$ cat config.mk
export PLATFORM = sky130hd
export DESIGN_NAME = uart_rx_fifo
export DESIGN_NICKNAME = d
export VERILOG_FILES = /design/src/rtl/uart_rx_fifo.sv
export SDC_FILE = /design/constraint.sdc
export NUM_CORES = 1
export LEC_CHECK = 0
export ABC_AREA = 1
export CAP_MARGIN = 20
export CORE_MARGIN = 2
export CORE_UTILIZATION = 49
export CTS_CLUSTER_SIZE = 20
export DETAILED_ROUTE_END_ITERATION = 8
export PLACE_DENSITY = 0.75
export SLEW_MARGIN = 40
export SYNTH_ARGS = -nofsm -noshare
export SYNTH_HDL_FRONTEND = slang
export SYNTH_SLANG_ARGS = --single-unit
$ cat constraint.sdc
create_clock -name clk -period 1.8 [get_ports clk]
set_input_delay 0.36 -clock clk [delete_from_list [all_inputs] [get_ports clk]]
set_output_delay 0.36 -clock clk [all_outputs]
set_load 0.02 [all_outputs]
$ cat src/rtl/uart_rx_fifo.sv
// ============================================================================
// uart_rx_fifo
// ----------------------------------------------------------------------------
// 16x-oversampled UART receiver with configurable frame format, a DEPTH-entry
// first-word fall-through receive FIFO with pop handshake, and a rolling
// history window of the last DEPTH good bytes for the 7-segment display path.
//
// Optional feature macro: UART_RX_HIST_EN
//   defined   -> hist carries the last DEPTH good bytes
//   undefined -> hist is tied to zero and no history registers are built
//
// Parameters:
//   CLK_HZ     system clock frequency in Hz
//   BAUD       line rate; tick divider DIV = CLK_HZ/(BAUD*16), DIV >= 1
//   DATA_BITS  data bits per frame, 5..8
//   PARITY     0 none, 1 even, 2 odd
//   DEPTH      FIFO and history depth, power of 2, >= 2
//
// Ports:
//   clk        system clock (single domain)
//   rst        synchronous active-high reset
//   rxd        serial input, idle high, asynchronous to clk
//   rd_en      pop request for the FIFO head
//   rd_data    FIFO head byte, valid while empty=0
//   empty      FIFO empty
//   full       FIFO full
//   count      FIFO occupancy, 0..DEPTH
//   rx_valid   one-cycle pulse per good byte
//   rx_byte    last good byte, held until the next one
//   hist       last DEPTH good bytes, newest in [7:0], lanes zero-extended
//   frame_err  one-cycle pulse on a bad stop bit
//   parity_err one-cycle pulse on a parity mismatch
//   overrun    one-cycle pulse when a good byte is dropped on a full FIFO
// ============================================================================
module uart_rx_fifo #(
    parameter int unsigned CLK_HZ    = 100000000,
    parameter int unsigned BAUD      = 9600,
    parameter int unsigned DATA_BITS = 8,
    parameter int unsigned PARITY    = 0,
    parameter int unsigned DEPTH     = 4
) (
    input  logic                       clk,
    input  logic                       rst,
    input  logic                       rxd,
    input  logic                       rd_en,
    output logic [DATA_BITS-1:0]       rd_data,
    output logic                       empty,
    output logic                       full,
    output logic [$clog2(DEPTH):0]     count,
    output logic                       rx_valid,
    output logic [DATA_BITS-1:0]       rx_byte,
    output logic [8*DEPTH-1:0]         hist,
    output logic                       frame_err,
    output logic                       parity_err,
    output logic                       overrun
);

    localparam int unsigned DIV   = CLK_HZ / (BAUD * 16);
    localparam int unsigned DIV_W = (DIV > 1) ? $clog2(DIV) : 1;
    localparam int unsigned AW    = $clog2(DEPTH);
    localparam int unsigned CW    = AW + 1;
    localparam bit          ODD   = (PARITY == 2);

    typedef enum logic [2:0] {
        S_IDLE,
        S_START,
        S_DATA,
        S_PAR,
        S_STOP,
        S_BREAK
    } state_t;

    // ------------------------------------------------------------------
    // Input synchronizer; both flops reset to the idle level.
    // ------------------------------------------------------------------
    logic rx_s1, rx_s2;
    logic line;

    always_ff @(posedge clk) begin
        if (rst) begin
            rx_s1 <= 1'b1;
            rx_s2 <= 1'b1;
        end else begin
            rx_s1 <= rxd;
            rx_s2 <= rx_s1;
        end
    end

    assign line = rx_s2;

    // ------------------------------------------------------------------
    // 16x oversampling tick.
    // ------------------------------------------------------------------
    logic [DIV_W-1:0] div_cnt;
    logic             tick;

    assign tick = (div_cnt == DIV_W'(DIV - 1));

    always_ff @(posedge clk) begin
        if (rst || tick) begin
            div_cnt <= '0;
        end else begin
            div_cnt <= div_cnt + 1'b1;
        end
    end

    // ------------------------------------------------------------------
    // Receive FSM
    // ------------------------------------------------------------------
    state_t               state, state_n;
    logic [3:0]           sc, sc_n;
    logic [2:0]           bit_idx, bit_idx_n;
    logic [DATA_BITS-1:0] shreg, shreg_n;
    logic                 par_fail, par_fail_n;
    logic                 accept;
    logic                 ferr_det;
    logic                 perr_det;

    always_ff @(posedge clk) begin
        if (rst) begin
            state    <= S_IDLE;
            sc       <= '0;
            bit_idx  <= '0;
            shreg    <= '0;
            par_fail <= 1'b0;
        end else begin
            state    <= state_n;
            sc       <= sc_n;
            bit_idx  <= bit_idx_n;
            shreg    <= shreg_n;
            par_fail <= par_fail_n;
        end
    end

    always_comb begin
        state_n    = state;
        sc_n       = sc;
        bit_idx_n  = bit_idx;
        shreg_n    = shreg;
        par_fail_n = par_fail;
        accept     = 1'b0;
        ferr_det   = 1'b0;
        perr_det   = 1'b0;

        if (tick) begin
            case (state)
                S_IDLE: begin
                    if (!line) begin
                        state_n = S_START;
                        sc_n    = '0;
                    end
                end

                // Re-check the line at mid start bit to reject glitches.
                S_START: begin
                    if (sc == 4'd7) begin
                        sc_n = '0;
                        if (!line) begin
                            state_n    = S_DATA;
                            bit_idx_n  = '0;
                            par_fail_n = 1'b0;
                        end else begin
                            state_n = S_IDLE;
                        end
                    end else begin
                        sc_n = sc + 4'd1;
                    end
                end

                // LSB first: new bits enter at the top and shift down.
                S_DATA: begin
                    if (sc == 4'd15) begin
                        sc_n    = '0;
                        shreg_n = {line, shreg[DATA_BITS-1:1]};
                        if (bit_idx == 3'(DATA_BITS - 1)) begin
                            bit_idx_n = '0;
                            state_n   = (PARITY != 0) ? S_PAR : S_STOP;
                        end else begin
                            bit_idx_n = bit_idx + 3'd1;
                        end
                    end else begin
                        sc_n = sc + 4'd1;
                    end
                end

                S_PAR: begin
                    if (sc == 4'd15) begin
                        sc_n       = '0;
                        par_fail_n = ((^shreg) ^ line) != ODD;
                        state_n    = S_STOP;
                    end else begin
                        sc_n = sc + 4'd1;
                    end
                end

                S_STOP: begin
                    if (sc == 4'd15) begin
                        sc_n = '0;
                        if (!line) begin
                            ferr_det = 1'b1;
                            state_n  = S_BREAK;
                        end else if (par_fail) begin
                            perr_det = 1'b1;
                            state_n  = S_IDLE;
                        end else begin
                            accept  = 1'b1;
                            state_n = S_IDLE;
                        end
                    end else begin
                        sc_n = sc + 4'd1;
                    end
                end

                S_BREAK: begin
                    if (line) begin
                        state_n = S_IDLE;
                    end
                end

                default: begin
                    state_n = S_IDLE;
                    sc_n    = '0;
                end
            endcase
        end
    end

    // ------------------------------------------------------------------
    // FIFO (first-word fall-through)
    // ------------------------------------------------------------------
    logic [DATA_BITS-1:0] mem [DEPTH];
    logic [AW-1:0]        wr_ptr, rd_ptr;
    logic [CW-1:0]        cnt;
    logic                 pop;
    logic                 push;

    assign full  = (cnt == CW'(DEPTH));
    assign empty = (cnt == '0);
    assign count = cnt;

    // A pop on the same cycle frees the slot, so a full FIFO still accepts.
    assign pop  = rd_en && !empty;
    assign push = accept && (!full || pop);

    assign rd_data = mem[rd_ptr];

    always_ff @(posedge clk) begin
        if (rst) begin
            for (int unsigned i = 0; i < DEPTH; i++) begin
                mem[i] <= '0;
            end
            wr_ptr <= '0;
            rd_ptr <= '0;
            cnt    <= '0;
        end else begin
            if (push) begin
                mem[wr_ptr] <= shreg;
                wr_ptr      <= wr_ptr + 1'b1;
            end
            if (pop) begin
                rd_ptr <= rd_ptr + 1'b1;
            end
            case ({push, pop})
                2'b10:   cnt <= cnt + 1'b1;
                2'b01:   cnt <= cnt - 1'b1;
                default: cnt <= cnt;
            endcase
        end
    end

    // ------------------------------------------------------------------
    // Status pulses and last-byte register
    // ------------------------------------------------------------------
    always_ff @(posedge clk) begin
        if (rst) begin
            rx_valid   <= 1'b0;
            rx_byte    <= '0;
            frame_err  <= 1'b0;
            parity_err <= 1'b0;
            overrun    <= 1'b0;
        end else begin
            rx_valid   <= accept;
            frame_err  <= ferr_det;
            parity_err <= perr_det;
            overrun    <= accept && !push;
            if (accept) begin
                rx_byte <= shreg;
            end
        end
    end

    // ------------------------------------------------------------------
    // History window
    // ------------------------------------------------------------------
`ifdef UART_RX_HIST_EN
    logic [7:0]         byte_lane;
    logic [8*DEPTH-1:0] hist_r;

    always_comb begin
        byte_lane                = '0;
        byte_lane[DATA_BITS-1:0] = shreg;
    end

    // Updates on every good byte, independent of FIFO space.
    always_ff @(posedge clk) begin
        if (rst) begin
            hist_r <= '0;
        end else if (accept) begin
            hist_r <= {hist_r[8*DEPTH-9:0], byte_lane};
        end
    end

    assign hist = hist_r;
`else
    assign hist = '0;
`endif

endmodule

Word level (Yosys, flattened, before mapping)
Memory sizes are Yosys's and may differ from the RTL's. A register that Yosys moved wholly into a read port is not among the register bits.
Cells that the tools add are included.
{"block": "totals", "register_bits": 50, "mem_bits_rw": 32, "inputBits": 4, "output_inout_bits": 57, "mem_count": 1}
{"block": "op_classes", "addsub": 7, "n_eq_ne": 20, "n_mux": 41, "n_bitwise": 6, "n_reduce_logical": 23}
{"name": "mem", "words": 4, "word_bits": 8, "read_ports": 1, "rd_clocked_by_memory_dff": 1, "wr": 4, "line": "231", "text": "logic [DATA_BITS-1:0] mem [DEPTH];"}
{"operator": "$mux W3", "n": 12}
{"operator": "$pmux W3 S6", "n": 1}
{"operator": "$mux W1", "n": 16}
{"operator": "$ne A2 B2 Y1 const B", "n": 8}
{"operator": "$pmux W4 S4", "n": 1}
{"operator": "$eq A3 B3 Y1 const B", "n": 4}
{"operator": "$mux W4", "n": 3}
{"operator": "$pmux W3 S2", "n": 2}
{"operator": "$add A10 B1 Y10 const B", "n": 1}
{"operator": "$eq A10 B10 Y1 const B", "n": 1}
{"operator": "$reduce_and A5 Y1", "n": 2}
{"operator": "$mux W2", "n": 4}
{"operator": "$mux W8", "n": 1}
{"operator": "$reduce_and A8 Y1", "n": 1}
{"operator": "$reduce_or A8 Y1", "n": 1}
{"operator": "$reduce_xor A8 Y1", "n": 1}
{"operator": "$add A3 B1 Y3 const B", "n": 2}
{"operator": "$eq A3 B2 Y1 const B", "n": 2}
{"operator": "$logic_not A3 Y1", "n": 2}
{"operator": "$reduce_and A3 Y1", "n": 2}
{"operator": "$reduce_bool A2 Y1", "n": 3}
{"operator": "$not A1 Y1", "n": 5}
{"operator": "$reduce_or A5 Y1", "n": 1}
{"operator": "$add A2 B1 Y2 const B", "n": 2}
{"operator": "14 further kinds", "n": 19}

Depth between registers and ports, before layout
{"block": "logic_depth", "word_depth": 11, "mapped_depth": 14, "depth_no_buf": 14}

Worst setup path after synthesis
No wires, ideal clock.
{"block": "synth_timing", "path_kind": "reg2reg", "start": "register cnt[2] (netlist: count[2])", "end": "memory mem[1][0], enable pin", "setup_time_ns": 0.301, "arrival_time_ns": 1.865, "path_slack_ns": -0.367, "path_stages_with_launch": 10, "n_path_buf": 0, "period_less_slack_ns": 2.167, "path_cell_list": "dfxtp_1 > inv_1 > nor3_1 > nand2_1 > inv_1 > nor2_4 > nand2_2 > inv_2 > nand3_2 > nand2_1"}
{"element": "start: declaration", "line": "233", "text": "logic [CW-1:0] cnt;"}
{"element": "start signal: assignment", "line": "264", "text": "2'b10: cnt <= cnt + 1'b1;"}
{"element": "start signal: assignment", "line": "265", "text": "2'b01: cnt <= cnt - 1'b1;"}
{"element": "start signal: assignment", "line": "266", "text": "default: cnt <= cnt;"}
{"element": "end: declaration", "line": "231"}

==> key figures <==
Outcome
  – Status: complete, but fails checks
  – Violated checks: setup timing

Global route
  – Vias in the first global route: 3178
  – Global-route usage over all layers: about a fifth
  – First-pass GRT wire length: ~14000 um
  – Largest net degree at the start of global routing: 17
  – Initial antenna violation count: 0
  – Grt total ovfl: 0

Floorplanning
  – I/O pins: slightly above 60
  – Die area: ~0.0090 mm2
  – Die W: around 95 um
  – Starting Density: ~50%
  – Die height: about 95 um
  – # rows: 33
  – Core Area: 0.008093 mm2

Route
  – DR vias/cell: around 5.0
  – Routed length per instance: 13.20 um
  – Vias: between 3000 and 4000
  – DR iter-0 viols: ~210
  – Antenna viol nets, final: 0
  – WL final: 8884 um
  – Drt drc: 0
  – First-pass DRT Iterations: 4

Logic synthesis
  – Seq/Total Area, Yosys: roughly half
  – Most area-consuming cells after synthesis: dfxtp_1 (26%), edfxtp_1 (24%), nor2_1 (9.0%), nand2_1 (7.3%), buf_4 (6.3%)
  – Mapped Cells: around 500
  – Dominant synthesized flop cell: dfxtp_1
  – Share of the synthesized area in the top cell type: around 26%
  – Ys async rst share: 0%
  – Post-synthesis cell area: between 0.004 and 0.005 mm2
  – List of most frequent post-synthesis cells: nor2_1 (97), nand2_1 (79), dfxtp_1 (52)
  – Synth Area per Inst: 8.159 um2
  – Post-synth EDFFs: 32
  – Yosys reg bits: 84
  – Top-count cell post-synth: nor2_1
  – Post-synth top area cell: dfxtp_1
  – Yosys warns: 0
  – Netlist cell types: 35

Critical path
  – Crit end category: flip-flop
  – Worst Path Max Fanout: 8
  – Startpoint types: flip-flop
  – Reg2Reg Capture Point: mem[2][1]
  – FF-to-FF path depth: 10
  – Crit path kind: reg2reg
  – Reg-to-reg startpoint: div_cnt[0]
  – Crit path arrival time: approximately 1900 ps
  – R2r setup slk: -50 ps
  – Worst EP required: between 1500 and 2000 ps

Run
  – Max cap viols: 0

Power and ir drop
  – P per Cell Area: between 800 and 900 mW/mm2
  – Worst vdd ir: ~0.4 mV
  – Total power: roughly 4.5 mW
  – Leak Pwr: about 2.1 nW

Timing
  – FMAX: 540.9 MHz
  – Slew Limit Fails: 0
  – Worst Skew: 13.82 ps
  – Final hold vios: 0
  – Final Cycle Share: 102.7%
  – RSZ-0062 raised after global routing: yes
  – Setup-failing EPs final: 36
  – Worst setup margin: -48.67 ps
  – Setup TNS: -1080 ps
  – Tmin final: about 1800 ps

Place
  – Port Buf Inserts: 28
  – RD Place Congestion: a little over 0.8
  – Half-perimeter wire length after placement: 6332 um
  – Area after DPL: 0.004629 mm2

Clock tree
  – Max clock buf depth: 2
  – Skew-Pair Late Insertion Delay: 360 ps
  – Clock H-tree levels: 3
  – Root Buffer Master: clkbuf_8
  – CTS Buf Count: 9
  – CTS tree: built
  – Clk slew on worst S/H paths: about 80 ps
  – Hold Buf Count CTS: 0
  – # clock sinks: 84

Hold path
  – Sink of the worst hold path: line
  – Hold Startpoint: rx_s1
  – Hold/Removal Path Class: reg2reg
  – WHS Path Cells: 1

Final layout
  – Final Instance Area: 0.005065 mm2
  – Area grow syn2layout: 25.40%
  – Nets: approximately 570
  – Layout cells sized above 1: 23.77%
  – Ant diodes: 0
-- cells in the final DEF (no fill, tap or decap), drive strengths merged, types with 3 or more instances in the layout --
| cell | synthesis | final |
|---|---|---|
| a21oi | 32 | 32 |
| buf | 35 | 46 |
| clkbuf | 6 | 12 |
| clkdlybuf4s50 | 0 | 18 |
| conb | 1 | 32 |
| dfxtp | 52 | 52 |
| edfxtp | 32 | 32 |
| ha | 5 | 5 |
| inv | 50 | 51 |
| nand2 | 82 | 82 |
| nand3 | 21 | 21 |
| nor2 | 102 | 102 |
| nor3 | 8 | 8 |
| nor3b | 3 | 3 |
| nor4 | 3 | 3 |
| o21ai | 41 | 41 |
| o22ai | 9 | 9 |
| or2 | 3 | 3 |
-- worst max path at each step --
stage                from   endpoint  slack (ps)  depth (start not counted)
2_1_floorplan    count[2]  mem[1][0]         -10                         10
5_1_grt        div_cnt[0]  mem[2][6]        -220                         11
4_1_cts        div_cnt[0]  mem[0][2]        -110                         10
6_report       div_cnt[0]  mem[2][1]         -50                         10
3_3_place_gp        rd_en   count[2]        -100                          9
3_5_place_dp        rd_en   count[2]        -170                          9
-- per-layer routing --
layer  part of all wire [%]  global-route usage, %  vias to the layer above
met5                      0                      0                        -
met4                    1.6                  7.246                        0
met3                    4.2                  3.033                       15
met2                     52                  37.17                       82
met1                     43                  25.56                     1557
li1                       -                      -                     1690
-- kinds of logic after synthesis --
family,Yosys count,synth area share [%]
fa+ha+maj,6,2.045
compound gates,84,10.78
xor+xnor,2,0.4338
other cells,1,0.09285
flops,84,49.57
simple gates,226,25.31
buf+inv,92,11.77
-- sequential cells by signal, summed over array words and instances (netlist names), named ones only --
name and flops:
rx_byte 8, line 1, count 3, state 3
par_fail 1, mem 32, overrun 1, shreg 8
rd_ptr 2, rx_s1 1, bit_idx 3, div_cnt 10
wr_ptr 2, frame_err 1, rx_valid 1, sc 4
parity_err 1
-- worst max-delay path, stage by stage (launching register included) --
cell,delay (ps)
dfxtp_2,330
inv_2,60
ha_4,130
inv_2,30
nor2_2,80
nand3_2,80
nor2_4,160
nand2_4,110
nor3_4,290
nand3_4,160
nand2_8,120
-- layout make-up --
cell class	count	area [um2]
repair buffers	67	595.6
multi-input cells	350	1934
inverters	51	201.4
clock buffers	11	131.4
flip-flops and latches	84	2017
well taps	105	131.4
clock inverters	5	53.80
fillers	704	3028
-- power breakdown --
| part | internal, mW | total [mW] | switching, mW |
|---|---|---|---|
| Combinational | 0.429 | 1.09 | 0.661 |
| Sequential | 2.07 | 2.14 | 0.0766 |
| Clock | 0.635 | 1.29 | 0.657 |
-- repair_timing --
| item | CTS | global route |
|---|---|---|
| setup endpoints to repair | 70 | 83 |
| resized for setup | 55 | 52 |
| pin swaps | 5 | 13 |
| setup buffers | 2 | 5 |
-- metrics by stage --
stage / setup slack [ps] / std cells / hold slack, ps / utilization (%)
6_report: -48.67 / 673 / 422.6 / 62.59
5_1_grt: -217.0 / 673 / 444.1 / 62.59
4_1_cts: -113.9 / 668 / 424.0 / 60.25
3_5_place_dp: -168.4 / 650 / 404.7 / 57.20
3_3_place_gp: -98.35 / 650 / 397.1 / 57.20
2_1_floorplan: -13.24 / 526 / 389.5 / -
Power figures use the tool's default switching activity.
